===== src/rtl/ifetch_unit.sv =====
// Instruction fetch stage: single-outstanding imem requests, one-entry output
// register to decode, PC advance/redirect, stale-response drop and misalignment faults.
module ifetch_unit #(
    parameter int                 XLEN     = 64,
    parameter int                 INST_W   = 32,
    parameter logic [INST_W-1:0]  NOP_INST = 32'h00000013
) (
    input  logic              clk,
    input  logic              rst,
    input  logic [XLEN-1:0]   pc_rdata,
    output logic              pc_wen,
    output logic [XLEN-1:0]   pc_wdata,
    input  logic              redirect_valid,
    input  logic [XLEN-1:0]   redirect_pc,
    output logic              imem_req_valid,
    input  logic              imem_req_ready,
    output logic [XLEN-1:0]   imem_req_addr,
    input  logic              imem_resp_valid,
    input  logic [INST_W-1:0] imem_resp_data,
    output logic              if_valid,
    input  logic              if_ready,
    output logic [XLEN-1:0]   if_pc,
    output logic [INST_W-1:0] if_inst,
    output logic              if_fault
);

    typedef enum logic [1:0] {S_REQ, S_WAIT, S_DRAIN, S_FAULT} state_t;

    state_t          state;
    logic [XLEN-1:0] req_pc;
    logic            slot_free;
    logic            aligned;
    logic            req_fire;
    logic            consume;

    always_comb begin
        slot_free      = !if_valid || if_ready;
        aligned        = (pc_rdata[1:0] == 2'b00);
        consume        = if_valid && if_ready;
        imem_req_addr  = pc_rdata;
        imem_req_valid = !rst && (state == S_REQ) && aligned && slot_free;
        req_fire       = imem_req_valid && imem_req_ready;
        pc_wen         = 1'b0;
        pc_wdata       = req_pc + XLEN'(4);
        if (!rst) begin
            // A redirect always wins the PC write port over a sequential advance.
            if (redirect_valid) begin
                pc_wen   = 1'b1;
                pc_wdata = redirect_pc;
            end else if (state == S_WAIT && imem_resp_valid) begin
                pc_wen = 1'b1;
            end
        end
    end

    always_ff @(posedge clk or posedge rst) begin
        if (rst) begin
            state    <= S_REQ;
            req_pc   <= '0;
            if_valid <= 1'b0;
            if_fault <= 1'b0;
            if_pc    <= '0;
            if_inst  <= NOP_INST;
        end else if (redirect_valid) begin
            if_valid <= 1'b0;
            unique case (state)
                S_REQ:   state <= req_fire ? S_DRAIN : S_REQ;
                S_WAIT:  state <= imem_resp_valid ? S_REQ : S_DRAIN;
                S_DRAIN: state <= imem_resp_valid ? S_REQ : S_DRAIN;
                S_FAULT: state <= S_REQ;
                default: state <= S_REQ;
            endcase
        end else begin
            if (consume) begin
                if_valid <= 1'b0;
            end
            unique case (state)
                S_REQ: begin
                    if (!aligned) begin
                        if (slot_free) begin
                            if_valid <= 1'b1;
                            if_fault <= 1'b1;
                            if_pc    <= pc_rdata;
                            if_inst  <= NOP_INST;
                            state    <= S_FAULT;
                        end
                    end else if (req_fire) begin
                        req_pc <= pc_rdata;
                        state  <= S_WAIT;
                    end
                end
                S_WAIT: begin
                    // The request was only issued with a free slot, so the entry is empty here.
                    if (imem_resp_valid) begin
                        if_valid <= 1'b1;
                        if_fault <= 1'b0;
                        if_pc    <= req_pc;
                        if_inst  <= imem_resp_data;
                        state    <= S_REQ;
                    end
                end
                S_DRAIN: begin
                    if (imem_resp_valid) begin
                        state <= S_REQ;
                    end
                end
                S_FAULT: begin
                    state <= S_FAULT;
                end
                default: state <= S_REQ;
            endcase
        end
    end

endmodule


===== config.mk =====
export PLATFORM = sky130hd
export DESIGN_NAME = ifetch_unit
export DESIGN_NICKNAME = d
export VERILOG_FILES = /design/src/rtl/ifetch_unit.sv
export SDC_FILE = /design/constraint.sdc
export NUM_CORES = 1
export LEC_CHECK = 0
export BUFFER_PORTS_ARGS = -buffer_cell sky130_fd_sc_hd__buf_2
export CAP_MARGIN = 20
export CORE_AREA = 2 2 155 157
export DETAILED_ROUTE_END_ITERATION = 16
export DIE_AREA = 0 0 157 159
export PLACE_DENSITY_LB_ADDON = 0.2
export RECOVER_POWER = 100
export SYNTH_ARGS = -nofsm -noshare
export SYNTH_HDL_FRONTEND = slang
export SYNTH_SLANG_ARGS = --single-unit
export TNS_END_PERCENT = 30

===== constraint.sdc =====
create_clock -name clk -period 6.8 [get_ports clk]
set_clock_uncertainty 0.1 [all_clocks]
set_input_delay 0.34 -clock clk [delete_from_list [all_inputs] [get_ports clk]]
set_output_delay 0.34 -clock clk [all_outputs]
set_load 0.02 [all_outputs]

### Yosys cells after proc, flatten, opt, wreduce, memory -nomap -nowiden

Index checks and enable logic that the tools add are counted.

* word-level logic and storage cells: 65
* input bits: 166
* output and inout bits: 228
* register bits: 164

* equality and inequality tests: 9
* add/subtract/negate cells: 1
* muxes and demuxes: 32
* reduce and logical (&&, ||, !) cells: 16
* bitwise operators: 1

Operators with widths (count)
* $mux W64: 5
* $pmux W64 S2: 1
* $mux W32: 3
* $add A64 B3 Y64 const B: 1
* $pmux W32 S2: 1
* $mux W2: 7
* $pmux W2 S3: 2
* $mux W1: 11
* $ne A4 B4 Y1 const B: 2
* $logic_and A1 B1 Y1: 6
* $ne A2 B2 Y1 const B: 3
* $reduce_and A5 Y1: 1
* $eq A2 B2 Y1 const B: 2
* $logic_not A2 Y1: 2
* $pmux W1 S2: 2
* $reduce_and A4 Y1: 1
* $ne A3 B1 Y1 const B: 1
* $reduce_and A3 Y1: 1
* $eq A2 B1 Y1 const B: 1
* $logic_not A1 Y1: 2
* $reduce_bool A2 Y1: 1
* $reduce_or A2 Y1: 1
* $logic_or A1 B1 Y1: 1
* $not A1 Y1: 1

### Depth between registers and ports, before layout

Gate-level depths: netlist of run 1.

* depth after elaboration: 9
* depth in mapped cells: 10
* gate-level depth less buffers: 6

### Worst setup path before layout of run 1

OpenSTA, ideal clock, no wires.

* path kind: input to output
* start: input rst
* end: output pc_wdata[33]
* buffers on the path: 1
* data required time: 6.360 ns
* slack: 1.011 ns
* stages on the path: 4
* data arrival time: 5.349 ns
* path through: inv_1 nand2_1 clkbuf_1 a31oi_1

* word-level cells in the longest chain between the ends: 1

Ends and longest elaborated chain
* from (decl): RTL line 9 `input logic rst,`
* $mux W64: RTL line 45 `if (!rst) begin`
* to (decl): RTL line 12 `output logic [XLEN-1:0] pc_wdata,`

Every way passes these cells.

### Worst setup path in the final report of run 1

* start: register req_pc[22]
* end: output pc_wdata[50]

* word-level cells in the longest chain between the ends: 3

Ends and longest elaborated chain
* from (decl): RTL line 30 `logic [XLEN-1:0] req_pc;`
* from (signal assigned): RTL line 88 `req_pc <= pc_rdata;`
* $add A64 B3 Y64 *: RTL line 44 `pc_wdata = req_pc + XLEN'(4);`
* $mux W64: RTL line 47 `if (redirect_valid) begin`
* $mux W64 *: RTL line 45

Mark *: on every way between the ends. The rest lies on a longest branch, timed or not.

==> results.py, run 1 <==
metrics = {
    "routing": {
        "wl_per_cell_um": 17.32,
        "postRouteWirelength_mm": 28.52,
        "first_iter_violations": 358,
        "dr_total_vias": 8378,
        "drc": 0,
        "via_per_inst": 5.087,
        "firstDrtPassIters": 4,
        "antenna_left": 0,
    },
    "logic_synthesis": {
        "synth_edf_count": 0,
        "syn_avg_cell_area_um2": 9.298,
        "syn_nets": 1186,
        "ys_seq_area_share_pct": 43.52,
        "synth.distinct_cells": 45,
        "synth_common_cells": "186 x nand2_1, 161 x dfrtp_1, 105 x o21ai_0",
        "syn_inst": 1015,
        "synth_top_area_share_pct": 42.69,
        "synth-main-ff-cell": "dfrtp_1",
        "yosysMostFrequentCell": "nand2_1",
        "ys_warn_count": 0,
        "syn_area_mm2": 0.009438,
        "ys_ff_latch": 164,
        "synthTopCellsByArea": "dfrtp_1 43%, nand2_1 7.4%, mux2_2 7.4%, mux2i_1 7.2%, o21ai_0 5.6%",
        "yosysTopAreaCell": "dfrtp_1",
        "synthArstFlopShare_pct": 100.0,
    },
    "die": {
        "dieArea_mm2": 0.02496,
        "row_count": 56,
        "dieWidth_um": 157,
        "die_y_um": 159,
        "initial_utilization_pct": 40.69,
        "ioPinCount": 394,
        "core_mm2": 0.02319,
    },
    "setup_path": {
        "setup.worst_path.start_class": "register",
        "path_class": "register to output port",
        "required_ns": 6.36,
        "crit_path_max_fanout": 12,
        "worstPathArrival_ns": 4.49,
        "end_kind": "output port",
    },
    "clocking": {
        "cts.sinks": 164,
        "insertion_delay_ns": 0.43,
        "clockBufferDepth": 2,
        "htree_levels": 4,
        "clkSlewWorstSetupHoldPaths_ns": 0.08,
        "postCtsSetupBuffers": 0,
        "numCtsBuffers": 17,
        "cts_resized": 0,
        "clockRootBuffer": "clkbuf_16",
        "cts_tree": "built",
    },
    "global_route": {
        "grt_first_pass_wirelength_mm": 43.96,
        "grt_max_degree": 93,
        "grt_overflow": 0,
        "antenna_found_initial": 0,
        "track_usage_pct": 22.73,
        "grt_pass1_vias": 8003,
    },
    "status": {
        "status": "complete, but fails checks",
        "failed_checks": "capacitance limit, slew limit",
    },
    "timing": {
        "max_freq_ghz": 0.2026,
        "finalSetupTns_ns": 0,
        "max-slew-margin-rel_pct": -63.62,
        "hold_violations": 0,
        "rsz0062_at_grt": "false",
        "finalSetupViolations": 0,
        "tightest_slew_ns": 2.454,
        "period_share_pct": 72.57,
        "min_period_ns": 4.935,
        "hold_ws_ns": 0.02972,
        "slew_violations": 268,
    },
    "placement": {
        "gp_congestion": 0.8249,
        "hpwlAfterDp_mm": 21.25,
        "io_buffer_count": 393,
        "placed_cells": 1612,
    },
    "cells_and_area": {
        "n_fill_cell": 2379,
        "layout-drive-gt1-share_pct": 21.91,
        "fin_nets": 1486,
        "fin_util_pct": 49.35,
        "synthToLayoutAreaGrowth_pct": 21.28,
        "instances_no_fill": 1647,
        "antenna_cells": 0,
    },
    "pwr": {
        "p_total_mw": 5.018,
        "powerDensity_mw_per_mm2": 438.4,
        "peakVddDrop_uv": 231.4,
        "power_leakage_nw": 5.088,
    },
    "worst_hold_path": {
        "hold_class": "primary input to register",
    },
    "run": {
        "drv_cap": 8,
    },
}
final timing paths:
path	startpoint	end	slack [ns]	cells after the start
max	req_pc[22]	pc_wdata[50]	1.87	6
min	imem_resp_data[13]	if_inst[13]	0.03	3
max reg2reg	state[1]	if_fault	2.38	6
min reg2reg	if_inst[11]	if_inst[11]	0.37	2
max in group asynchronous	rst	req_pc[62]	5.04	3
min in group asynchronous	rst	if_inst[6]	0.08	2
sequential cells by signal (all words and copies together), names as in the netlist:
name and flops:
if_valid 1, if_fault 1, state 2, req_pc 64
if_inst 32, if_pc 64
repair_timing:
action	in CTS	in global routing
hold endpoints to repair	3	0
setup endpoints to repair	0	0
hold buffers	3	0
area by class of cell:
class                      instances  area [µm²]  share of cell area [%]
timing repair buffer             405        1772                   15.48
multi-input combinational        713        4529                   39.57
inverter                          14       57.56                  0.5028
sequential                       164        4108                   35.89
clock inverter                    15       155.1                   1.355
clock buffer                      17       425.4                   3.717
tap                              319       399.1                   3.487
layout by cell type (no fill, tap or decap), types with 14 or more instances in the layout:
| master | instances |
|---|---|
| clkbuf_1 | 224 |
| nand3_1 | 62 |
| mux2_2 | 62 |
| o21ai_0 | 105 |
| nand2_1 | 186 |
| xor2_1 | 23 |
| or3_1 | 14 |
| mux2i_1 | 68 |
| dfrtp_1 | 161 |
| clkbuf_16 | 17 |
| nand4_1 | 21 |
| buf_2 | 174 |
| nor2_1 | 44 |
| a31oi_1 | 31 |
power by group:
| part | switching, mW | internal, mW |
|---|---|---|
| Combinational | 1.42 | 0.729 |
| Sequential | 0.469 | 1.43 |
| Clock | 0.450 | 0.522 |
| Total | 2.34 | 2.68 |
per-stage QoR:
stage | area [µm²] | worst slack, ns
5_1_grt | 11450 | 1.546
4_1_cts | 11800 | 3.214
3_5_place_dp | 11190 | 3.351
2_1_floorplan | 9438 | 1.011
3_3_place_gp | 11190 | 3.443
6_report | 11450 | 1.865
critical path, cell delays in order (launching register included):
cell and delay [ns]:
dfrtp_1 0.43, nand3_1 0.28, nor4_1 1.66, nand3_1 0.62, or4_1 0.62, a31oi_1 0.18, clkbuf_1 0.27
layer usage:
metal / vias to the layer above / part of all wire, % / GRT usage, %
met5: - / 0 / 0
met4: 0 / 1.5 / 6.172
met3: 26 / 5.8 / 4.736
met2: 279 / 50 / 39.15
met1: 3973 / 43 / 28.86
li1: 4100 / - / -
logic make-up after synthesis:
logic type               share of synthesized area (%)
AO/OA/AOI/OAI                                    9.718
XOR/XNOR                                         3.062
adder cells (fa/ha/maj)                         0.6629
buffers and inverters                            8.272
flip-flops                                       43.52
multiplexers                                     14.61
AND/OR/NAND/NOR                                  20.15
Note: power is estimated with default switching activity, not from simulation.
==> run 2, diff against run 1 <==
--- a/config.mk
+++ b/config.mk
@@ -7,9 +7,9 @@
 export LEC_CHECK = 0
 export BUFFER_PORTS_ARGS = -buffer_cell sky130_fd_sc_hd__buf_2
 export CAP_MARGIN = 20
-export CORE_AREA = 2 2 155 157
+export CORE_AREA = 2 2 154 156
 export DETAILED_ROUTE_END_ITERATION = 16
-export DIE_AREA = 0 0 157 159
+export DIE_AREA = 0 0 156 158
 export PLACE_DENSITY_LB_ADDON = 0.2
 export RECOVER_POWER = 100
 export SYNTH_ARGS = -nofsm -noshare
==> constraint.sdc (replaced) <==
create_clock -name clk -period 4.4 [get_ports clk]
set_clock_uncertainty 0.1 [all_clocks]
set_input_delay 0.22 -clock clk [delete_from_list [all_inputs] [get_ports clk]]
set_output_delay 0.22 -clock clk [all_outputs]
set_load 0.02 [all_outputs]
==> run 2 against run 1 <==
The flow still finishes with violations (capacitance limit, slew limit). Hold slack got worse by 0.0017 ns. Die area fell by 1.3%. Setup slack got worse by 1.3 ns. Highest routed layer is now met5. Core utilization rose by 5.1 points. Via count up 5.5%.
==> results.py, run 2 (synthesis gave the netlist of run 1 again) <==
metrics = {
    "pwr": {
        "p_int_mw": 4.294,
        "power_leakage_nw": 5.532,
        "peakVddDrop_uv": 420.1,
        "p_clk_share_pct": 20.1,
        "p_sw_mw": 3.687,
        "sw_frac_of_total_pct": 46.20,
        "p_comb_share_pct": 43.1,
        "powerDensity_mw_per_mm2": 635.8,
        "share_seq_of_total_power_pct": 36.9,
    },
    "status": {
        "failed_checks": "capacitance limit, slew limit",
        "status": "complete, but fails checks",
    },
    "cells_and_area": {
        "mostFrequentLayoutCell": "clkbuf_1",
        "instances_no_fill": 1717,
        "final_cell_mix": "219 x clkbuf_1, 185 x nand2_1, 181 x buf_2",
        "multiInputGateArea_mm2": 0.004654,
        "fin_nets": 1585,
        "n_fill_cell": 2233,
        "fin_util_pct": 54.45,
        "finalInstanceArea_mm2": 0.01255,
        "layout-drive-gt1-share_pct": 22.70,
        "synthToLayoutAreaGrowth_pct": 33.00,
        "seqCellArea_mm2": 0.004108,
        "antenna_cells": 0,
        "biggestRegsByFlops": "if_pc x64, req_pc x64, if_inst x32",
    },
    "die": {
        "row_count": 56,
        "core_mm2": 0.02305,
        "dieArea_mm2": 0.02465,
        "ioPinCount": 394,
        "die_y_um": 158,
        "initial_utilization_pct": 40.94,
        "dieWidth_um": 156,
    },
    "routing": {
        "via_per_inst": 5.147,
        "postRouteWirelength_mm": 30.28,
        "firstDrtPassIters": 5,
        "first_iter_violations": 494,
        "dr_total_vias": 8838,
        "antenna_left": 0,
        "wl_per_cell_um": 17.63,
        "drc": 0,
    },
    "setup_path": {
        "worstPathArrival_ns": 3.47,
        "crit_path_max_fanout": 12,
        "end_kind": "output port",
        "path_class": "register to output port",
        "setup.worst_path.start_class": "register",
        "required_ns": 4.08,
    },
    "clocking": {
        "cts.sinks": 164,
        "htree_levels": 4,
        "numCtsBuffers": 17,
        "cts_tree": "built",
        "insertion_delay_ns": 0.42,
        "postCtsSetupBuffers": 0,
        "clockBufferDepth": 2,
        "clkSlewWorstSetupHoldPaths_ns": 0.07,
        "clockRootBuffer": "clkbuf_16",
    },
    "timing": {
        "min_period_ns": 3.789,
        "fin_ws_ns": 0.6108,
        "finalSetupTns_ns": 0,
        "max_freq_ghz": 0.2639,
        "hold_violations": 0,
        "finalSetupViolations": 0,
        "slew_violations": 227,
        "period_share_pct": 86.12,
        "tightest_slew_ns": 1.787,
        "max-slew-margin-rel_pct": -19.10,
        "rsz0062_at_grt": "false",
    },
    "run": {
        "drv_cap": 4,
    },
    "global_route": {
        "grt_overflow": 0,
        "grt_first_pass_wirelength_mm": 46.19,
        "antenna_found_initial": 2,
        "grt_max_degree": 73,
        "grt_pass1_vias": 8387,
        "track_usage_pct": 24.16,
    },
    "placement": {
        "gp_congestion": 0.8303,
        "placed_cells": 1590,
        "hpwlAfterDp_mm": 21.15,
        "dpl-instance-area_mm2": 0.01134,
        "dpl_worst_slack_ns": 1.419,
        "io_buffer_count": 393,
    },
    "worst_hold_path": {
        "hold_class": "primary input to register",
    },
}
-- run 2: cell types whose count changed in the layout (fill, tap and decap cells not counted), sizes merged --
cell | before | now
dlygate4sd3 | 3 | 95
buf | 178 | 186
inv | 25 | 20
clkinv | 3 | 6
bufinv | 1 | 2
clkbuf | 241 | 240
clkinvlp | 0 | 1
-- run 2: cell type report --
| type | count | area share (%) |
|---|---|---|
| clock buffers | 17 | 3.389 |
| clock inverters | 15 | 1.665 |
| inverters | 14 | 0.4486 |
| multi-input cells | 713 | 37.08 |
| flip-flops and latches | 164 | 32.73 |
| well taps | 290 | 2.891 |
| repair buffers | 504 | 21.80 |
-- run 2: repair_timing --
item / in CTS / in global routing
endpoints found under the hold margin: 119 / 0
hold buffers: 95 / 0
gates resized for setup: 0 / 0
-- run 2: layer usage --
metal,track usage (%),vias up,wire length [µm]
met3,4.270,42,1667
met1,29.92,4166,12560
met2,43.05,320,15440
li1,-,4308,-
met5,0,-,13
met4,7.427,2,604
-- run 2: critical path, cell delays in order, from the launching register on --
cell and delay (ns):
dfrtp_1 0.52, nand3_4 0.18, nor4_1 0.31, clkbuf_1 0.57, nand3_1 0.41, or4_1 0.59
a31oi_2 0.19, clkbuf_1 0.27
-- run 2: final timing paths --
check,startpoint,cells past startpoint,endpoint,slack (ns)
max,req_pc[11],7,pc_wdata[50],0.61
min,imem_resp_valid,3,if_valid,0.03
max reg2reg,state[0],6,if_pc[15],1.00
min reg2reg,if_inst[26],2,if_inst[26],0.37
max in group asynchronous,rst,4,req_pc[51],1.62
min in group asynchronous,rst,3,if_inst[20],0.47
-- run 2: stage by stage --
step | total power [mW] | hold WS, ns
after floorplan | 5.237 | 0.2274
after global placement | 6.464 | 0.2615
after detailed placement | 6.520 | 0.2703
after CTS | 8.222 | 0.006358
after global routing | 8.523 | 0.04304
final | 7.981 | 0.02803
-- run 2: power by group through the flow --
| stage | Sequential (mW) | Combinational [mW] | Clock (mW) |
|---|---|---|---|
| after floorplan | 3.26 | 1.97 | 0 |
| after global placement | 2.91 | 3.55 | 0 |
| after detailed placement | 2.94 | 3.58 | 0 |
| after CTS | 2.92 | 3.65 | 1.65 |
| after global routing | 3.05 | 3.76 | 1.71 |
| final | 2.94 | 3.44 | 1.60 |
